### config.mk
export PLATFORM = sky130hd
export DESIGN_NAME = timer_dev
export DESIGN_NICKNAME = d
export VERILOG_FILES = /design/src/rtl/timer_pkg.sv /design/src/rtl/timer_dev.sv
export SDC_FILE = /design/constraint.sdc
export NUM_CORES = 1
export LEC_CHECK = 0
export ABC_CLOCK_PERIOD_IN_PS = 2160
export CORE_ASPECT_RATIO = 1.25
export CORE_MARGIN = 2
export CORE_UTILIZATION = 48
export DETAILED_ROUTE_END_ITERATION = 10
export PLACE_DENSITY_LB_ADDON = 0.3
export REMOVE_ABC_BUFFERS = 1
export SLEW_MARGIN = 10
export SYNTH_ARGS = -nofsm -noshare
export SYNTH_HDL_FRONTEND = slang
export SYNTH_SLANG_ARGS = --single-unit
### constraint.sdc
create_clock -name clk -period 2.16 [get_ports clk]
set_input_delay 0.216 -clock clk [delete_from_list [all_inputs] [get_ports clk]]
set_output_delay 0.216 -clock clk [all_outputs]
set_load 0.05 [all_outputs]
### src/rtl/timer_pkg.sv
// ============================================================================
// timer_pkg : register offsets, CTRL fields, MODE codes and FSM states
//             shared by the countdown timer
// Revision   : 1.0
// ============================================================================
`default_nettype none

package timer_pkg;

  // Word index within the timer window, taken from addr[3:2]
  localparam logic [1:0] REG_CTRL   = 2'd0;
  localparam logic [1:0] REG_PRESET = 2'd1;
  localparam logic [1:0] REG_COUNT  = 2'd2;

  localparam int CTRL_EN      = 0;
  localparam int CTRL_MODE_LO = 1;
  localparam int CTRL_MODE_HI = 2;
  localparam int CTRL_IM      = 3;

  localparam logic [1:0] MODE_ONESHOT = 2'b00;
  localparam logic [1:0] MODE_AUTO    = 2'b01;

  typedef enum logic [1:0] {
    ST_IDLE = 2'd0,
    ST_LOAD = 2'd1,
    ST_CNT  = 2'd2,
    ST_INT  = 2'd3
  } state_t;

endpackage

`default_nettype wire

### src/rtl/timer_dev.sv
// ============================================================================
// timer_dev : memory-mapped countdown timer (CTRL/PRESET/COUNT) with irq
// Revision  : 1.0
// ============================================================================
`default_nettype none

module timer_dev
  import timer_pkg::*;
#(
  parameter int               WIDTH      = 32,
  parameter logic [WIDTH-1:0] DEF_PRESET = '0
) (
  input  logic             clk,
  input  logic             reset,
  input  logic [3:0]       addr,
  input  logic             we,
  input  logic [WIDTH-1:0] din,
  output logic [WIDTH-1:0] dout,
  output logic             irq
);

  state_t           state_q, state_d;
  logic             en_q, en_d;
  logic [1:0]       mode_q, mode_d;
  logic             im_q, im_d;
  logic [WIDTH-1:0] preset_q, preset_d;
  logic [WIDTH-1:0] count_q, count_d;
  logic             pending_q, pending_d;

  logic             ctrl_wr;
  logic             preset_wr;
  logic             auto_reload;
  logic             set_pending;
  logic             unused_addr;

  assign ctrl_wr     = we && (addr[3:2] == REG_CTRL);
  assign preset_wr   = we && (addr[3:2] == REG_PRESET);
  assign auto_reload = (mode_q == MODE_AUTO);
  assign unused_addr = ^addr[1:0];

  always_ff @(posedge clk or posedge reset) begin
    if (reset) begin
      state_q   <= ST_IDLE;
      en_q      <= 1'b0;
      mode_q    <= MODE_ONESHOT;
      im_q      <= 1'b0;
      preset_q  <= DEF_PRESET;
      count_q   <= '0;
      pending_q <= 1'b0;
    end else begin
      state_q   <= state_d;
      en_q      <= en_d;
      mode_q    <= mode_d;
      im_q      <= im_d;
      preset_q  <= preset_d;
      count_q   <= count_d;
      pending_q <= pending_d;
    end
  end

  always_comb begin
    state_d     = state_q;
    en_d        = en_q;
    mode_d      = mode_q;
    im_d        = im_q;
    preset_d    = preset_q;
    count_d     = count_q;
    pending_d   = pending_q;
    set_pending = 1'b0;

    case (state_q)
      ST_IDLE: if (en_q) state_d = ST_LOAD;
      ST_LOAD: begin
        count_d = preset_q;
        state_d = ST_CNT;
      end
      ST_CNT: begin
        if (!en_q) begin
          state_d = ST_IDLE;
        end else if (count_q <= WIDTH'(1)) begin
          count_d     = '0;
          set_pending = 1'b1;
          state_d     = ST_INT;
        end else begin
          count_d = count_q - WIDTH'(1);
        end
      end
      ST_INT: begin
        if (auto_reload) begin
          state_d = ST_LOAD;
        end else begin
          en_d    = 1'b0;
          state_d = ST_IDLE;
        end
      end
      default: state_d = ST_IDLE;
    endcase

    // Later assignments take priority: CPU write beats the FSM, a new set beats any clear
    if (pending_q && auto_reload) pending_d = 1'b0;
    if (ctrl_wr) begin
      en_d      = din[CTRL_EN];
      mode_d    = din[CTRL_MODE_HI:CTRL_MODE_LO];
      im_d      = din[CTRL_IM];
      pending_d = 1'b0;
    end
    if (set_pending) pending_d = 1'b1;
    if (preset_wr) preset_d = din;
  end

  always_comb begin
    dout = '0;
    case (addr[3:2])
      REG_CTRL: begin
        dout[CTRL_EN]                    = en_q;
        dout[CTRL_MODE_HI:CTRL_MODE_LO]  = mode_q;
        dout[CTRL_IM]                    = im_q;
      end
      REG_PRESET: dout = preset_q;
      REG_COUNT:  dout = count_q;
      default:    dout = '0;
    endcase
  end

  assign irq = pending_q & im_q;

endmodule

`default_nettype wire

# After elaboration in Yosys (flattened, before gate mapping)
# Index checks and enable logic that the tools add are counted.
# classes
n_mux,19
n_addsub,1
n_eq_ne,10
magnitude_cmp,1
bitwise,1
reduce_logical,11
# op_table
op,count
2-to-1 mux 32 bit,2
case mux 32 bit (2 select lines),1
case mux 28 bit (2 select lines),1
"<= comparator 32 x 1 -> 1 bit, second input constant",1
"subtractor 32 x 1 -> 32 bit, second input constant",1
case mux 4 bit (3 select lines),1
2-to-1 mux 1 bit,10
case mux 2 bit (4 select lines),1
"equality test 2 x 1 -> 1 bit, second input constant",3
"equality test 2 bit, second input constant",3
2-to-1 mux 2 bit,3
"!= test 2 bit, second input constant",3
AND reduction 2 bit,3
logical NOT 2 bit,2
nonzero test 2 bit,2
logical AND 1 bit,3
"!= test 3 bit, second input constant",1
nonzero test 3 bit,1
bitwise AND 1 bit,1
# word_totals
regBits,71
elab_cells,50
output_inout_bits,33

# Depth between registers and ports, before layout
# logic_depth
ltp_word,5
mapped_depth,10

# Worst setup path after synthesis
# Ideal clock, no wire load.
# synth_path
kind,reg2reg
start,register count_q[0]
end,register count_q[30]
t_required_ns,2.094
path_stages_with_launch,10
t_arrival_ns,2.117
slack_ns,-0.023
path_cell_list,dfrtp_1 -> inv_1 -> ha_1 -> or3b_1 -> clkbuf_1 -> nor2_2 -> nand2_1 -> or4_1 -> a21oi_1 -> a221o_1
# synth_between
elab_chain_cells,4
word_cells_on_any_way,5
# synth_lines
item,line,source
"start, declared",timer_dev.sv:27,"logic [WIDTH-1:0] count_q, count_d;"
"start signal, assigned",timer_dev.sv:56,count_q <= count_d;
subtractor 32 x 1 -> 32 bit or <= comparator 32 x 1 -> 1 bit (tied branches),"timer_dev.sv:85, timer_dev.sv:80",
2-to-1 mux 32 bit *,timer_dev.sv:80,end else if (count_q <= WIDTH'(1)) begin
2-to-1 mux 32 bit *,timer_dev.sv:78,if (!en_q) begin
case mux 32 bit (2 select lines) *,timer_dev.sv:71,case (state_q)
# Mark *: on every way between the ends. The rest lies on a longest branch, timed or not. The select of a mux whose other input is x is not followed.
# A chain may end at the register's enable or synchronous reset.

# Worst setup path in the final report
# layout_path
start,register count_q[6]
end,register count_q[8]
# Same word-level chain as after synthesis.

==> results.md <==
* Final worst path period share at 101.7%
* Fillers at 581
* Hold WS at between 0.2 and 0.25 ns
* Crit Path Class: flip-flop to flip-flop
* EDFF count, synth at 0
* Synthesis-to-layout area growth at 48.36%
* Global placement routability congestion at 0.9096
* Worst reg-to-reg setup slack at -0.04 ns
* Drt drc at 0
* Initial DRC Count at 305
* Pin count of the biggest net entering global routing at 72
* Hpwl dp at 8291 um
* I/O Buffers at 69
* Finished Core Util at around 74%
* Crit path max fanout at 3
* Worst flop-to-flop path endpoint: count_q[8]
* Die width at 86.52 um
* Final Hold Fails at 0
* I/O pins at 72
* Overflow after GRT at 0
* WL final at 12180 um
* Num CTS Buffers at 9
* Initial Util at approximately 50%
* Clk slew on worst S/H paths at ~0.07 ns
* Max Fclk at 455.3 MHz
* Tmin final at 2.196 ns
* Worst endpoint required time at 2.45 ns
* Crit end category: flip-flop
* Row cnt at 37
* Worst path max stage delay at about 0.57 ns
* Critical Path, Cell by Cell: or4_4 > buf_4 > or2_2 > nor4_1 > a31oi_4 > nand2_1
* First-pass GRT wire length at 19330 um
* Detail Route Antenna Nets at 0
* Pleak at 2.461 nW
* Least-Margin Pin Slew at 0.5731 ns
* Design area at 6061 um^2
* Vias at approximately 4000
* Area leader, netlist: dfrtp_1
* Worst Slack Setup Final at -0.03636 ns
* Synth top area share at 43.49%
* Crit path launch type: flip-flop
* R2R cell count at 6
* Asr flop ratio synth at 100.0%
* Mean cell area of the mapped netlist at 9.940 um^2
* CTS tree: built
* TritonRoute pass-1 iters at 5
* Clk buf depth at 2
* Max_slew headroom at about three fifths
* GRT Total Usage at 26.40%
* Final setup vio count at 3
* Fin nets at 582
* Maximum vdd drop at 0.7213 mV
* Top cells by area, synth: dfrtp_1 (43%), mux2_2 (9.6%), a22oi_1 (6.4%), nor2b_1 (4.6%), nand2_1 (2.8%)
* Failing checks: negative setup slack
* Multi-input logic area at about 2300 um^2
* Predominant post-synthesis flop cell: dfrtp_1
* Clk_lat worst skew at 0.35 ns
* Wirelength per Cell at ~19 um
* Sequential share of the synthesized area at a little over two fifths
* Worst R2R Start: count_q[6]
* WP data arrival at 2.49 ns
* Layout cell share with drive strength beyond 1 at 35.56%
* Die area at roughly 9000 um^2
* Core ar. at ~8200 um^2
* Placed instance area at 5648 um^2
* Ys Warns at 0
* Worst path bufs/invs at 1
* HP Class: input port to async pin
* Pwr dens at 1104 nW/um^2
* RSZ-0062 raised after global routing: yes
* Worst path slowest cell: or4_4
* Dpl cells at 617
* Top delay family on crit path: simple AND/OR/NAND/NOR gates
* Synthesized flop and latch total at 71
* Synth Cell Area at slightly above 4000 um^2
* Yosys cell types at 54
* Setup TNS at -0.06849 ns
* DR vias/cell at 6.160
* ANT cells at 0
* Sink Count at 71
* Maxcap violations at 0
* Die H at 107.1 um
* Root Buffer: clkbuf_8
* H-tree lvl count at 3
* Initial antenna violation count at 0
* Slew Limit Fails at 0
* Vias in the first global route at slightly below 4000
* Run status: finished with violations
* Reg area at 1777 um^2
* CTS Hold Bufs at 0
* Post-Syn Instances at a little over 400
* Fin cells at 637
* Skew final at 0.005829 ns
power by group:
part           switching [mW]  internal, mW  total [mW]
Sequential              0.449          1.78        2.23
Clock                   0.476         0.466       0.942
Combinational            1.82          1.70        3.52
registers in the layout (all words and copies together), names as in the netlist:
register,cells
mode_q,2
pending_q,1
count_q,32
preset_q,32
en_q,1
im_q,1
state_q,2
per-stage QoR:
step | total power, mW | worst slack, ns
2_1_floorplan | 3.864 | -0.8647
3_3_place_gp | 5.302 | -0.04452
3_5_place_dp | 5.409 | -0.1090
4_1_cts | 6.394 | 0.01243
5_1_grt | 7.063 | -0.1135
6_report | 6.692 | -0.03636
logic make-up (layout without fill, tap and decap cells):
family          after synthesis  count (layout)  synth area share [%]
simple gates                151             151                 21.23
fa+ha+maj                     6               6                 1.838
compound gates              115             115                 19.85
buf+inv                      32             161                 3.736
flops                        71              71                 43.49
mux                          35              35                 9.648
xor+xnor                      1               1                0.2144
cells in the mapped netlist (all sizes together), types with 2 or more instances:
library cell and count:
dfrtp 71, a22oi 35, mux2 35, nand2 31
nor2b 30, clkbuf 20, nand3 20, nor2 18
a21oi 17, o21ai 16, and3 9, nor3 9
nor4 9, o211ai 9, buf 6, ha 6
inv 6, o311ai 6, a31oi 5, o31ai 5
a222oi 4, nand2b 4, a221o 3, a32oi 3
and4 3, nand4 3, o41ai 3, or3 3
nand3b 2, o221ai 2, o22ai 2, o31a 2
or2 2, or2b 2, or4 2
layer usage:
metal  wire length [um]  up-vias  track usage, %
met2               6286      152           44.45
met1               4984     1928           33.40
met4                363        0           10.71
met5                  0        -               0
li1                   -     1809               -
met3                541       35           4.465
how the worst max path moves through the flow:
| stage | from | end | depth (start not counted) |
|---|---|---|---|
| floorplan | state_q[0] | count_q[21] | 7 |
| global placement | count_q[5] | count_q[8] | 8 |
| detailed placement | count_q[5] | count_q[2] | 6 |
| CTS | count_q[0] | count_q[30] | 8 |
| global route | count_q[6] | count_q[5] | 7 |
| finish | count_q[6] | count_q[8] | 6 |
layout make-up:
class,count,area share (%)
multi-input combinational,308,38.40
sequential,71,29.31
timing repair buffer,141,27.21
clock buffer,13,2.622
tap,97,2.002
inverter,6,0.3716
clock inverter,1,0.08258
worst reg2reg max path, stage by stage, from the launching register on:
cell	delay, ns
dfrtp_1	0.38
or4_4	0.57
buf_4	0.18
or2_2	0.37
nor4_1	0.52
a31oi_4	0.05
nand2_1	0.08
what timing repair did:
item	in CTS	in global routing
gates cloned	0	1
gates resized for setup	6	48
pin swaps	3	18
buffers inserted	1	4
setup endpoints to repair	19	18
placed cells by master (no fill, tap or decap), types with 3 or more instances in the layout:
cell type / instances
o41ai_1: 3
nand4_1: 3
inv_1: 3
o21ai_1: 6
buf_6: 10
nor3_1: 6
nand2_1: 27
nor2b_1: 29
o311ai_0: 4
nor4_1: 5
nand3_1: 20
a22oi_1: 35
mux2_2: 35
buf_4: 56
o31ai_1: 4
clkdlybuf4s50_1: 37
a221o_1: 3
a32oi_1: 3
buf_12: 37
nand2b_1: 4
inv_2: 3
ha_1: 4
a222oi_1: 4
and3_1: 8
nor2_1: 16
dfrtp_1: 71
o21ai_0: 9
a21oi_1: 15
o211ai_1: 9
clkbuf_8: 11
No activity file was read; power rests on OpenSTA's default activity.
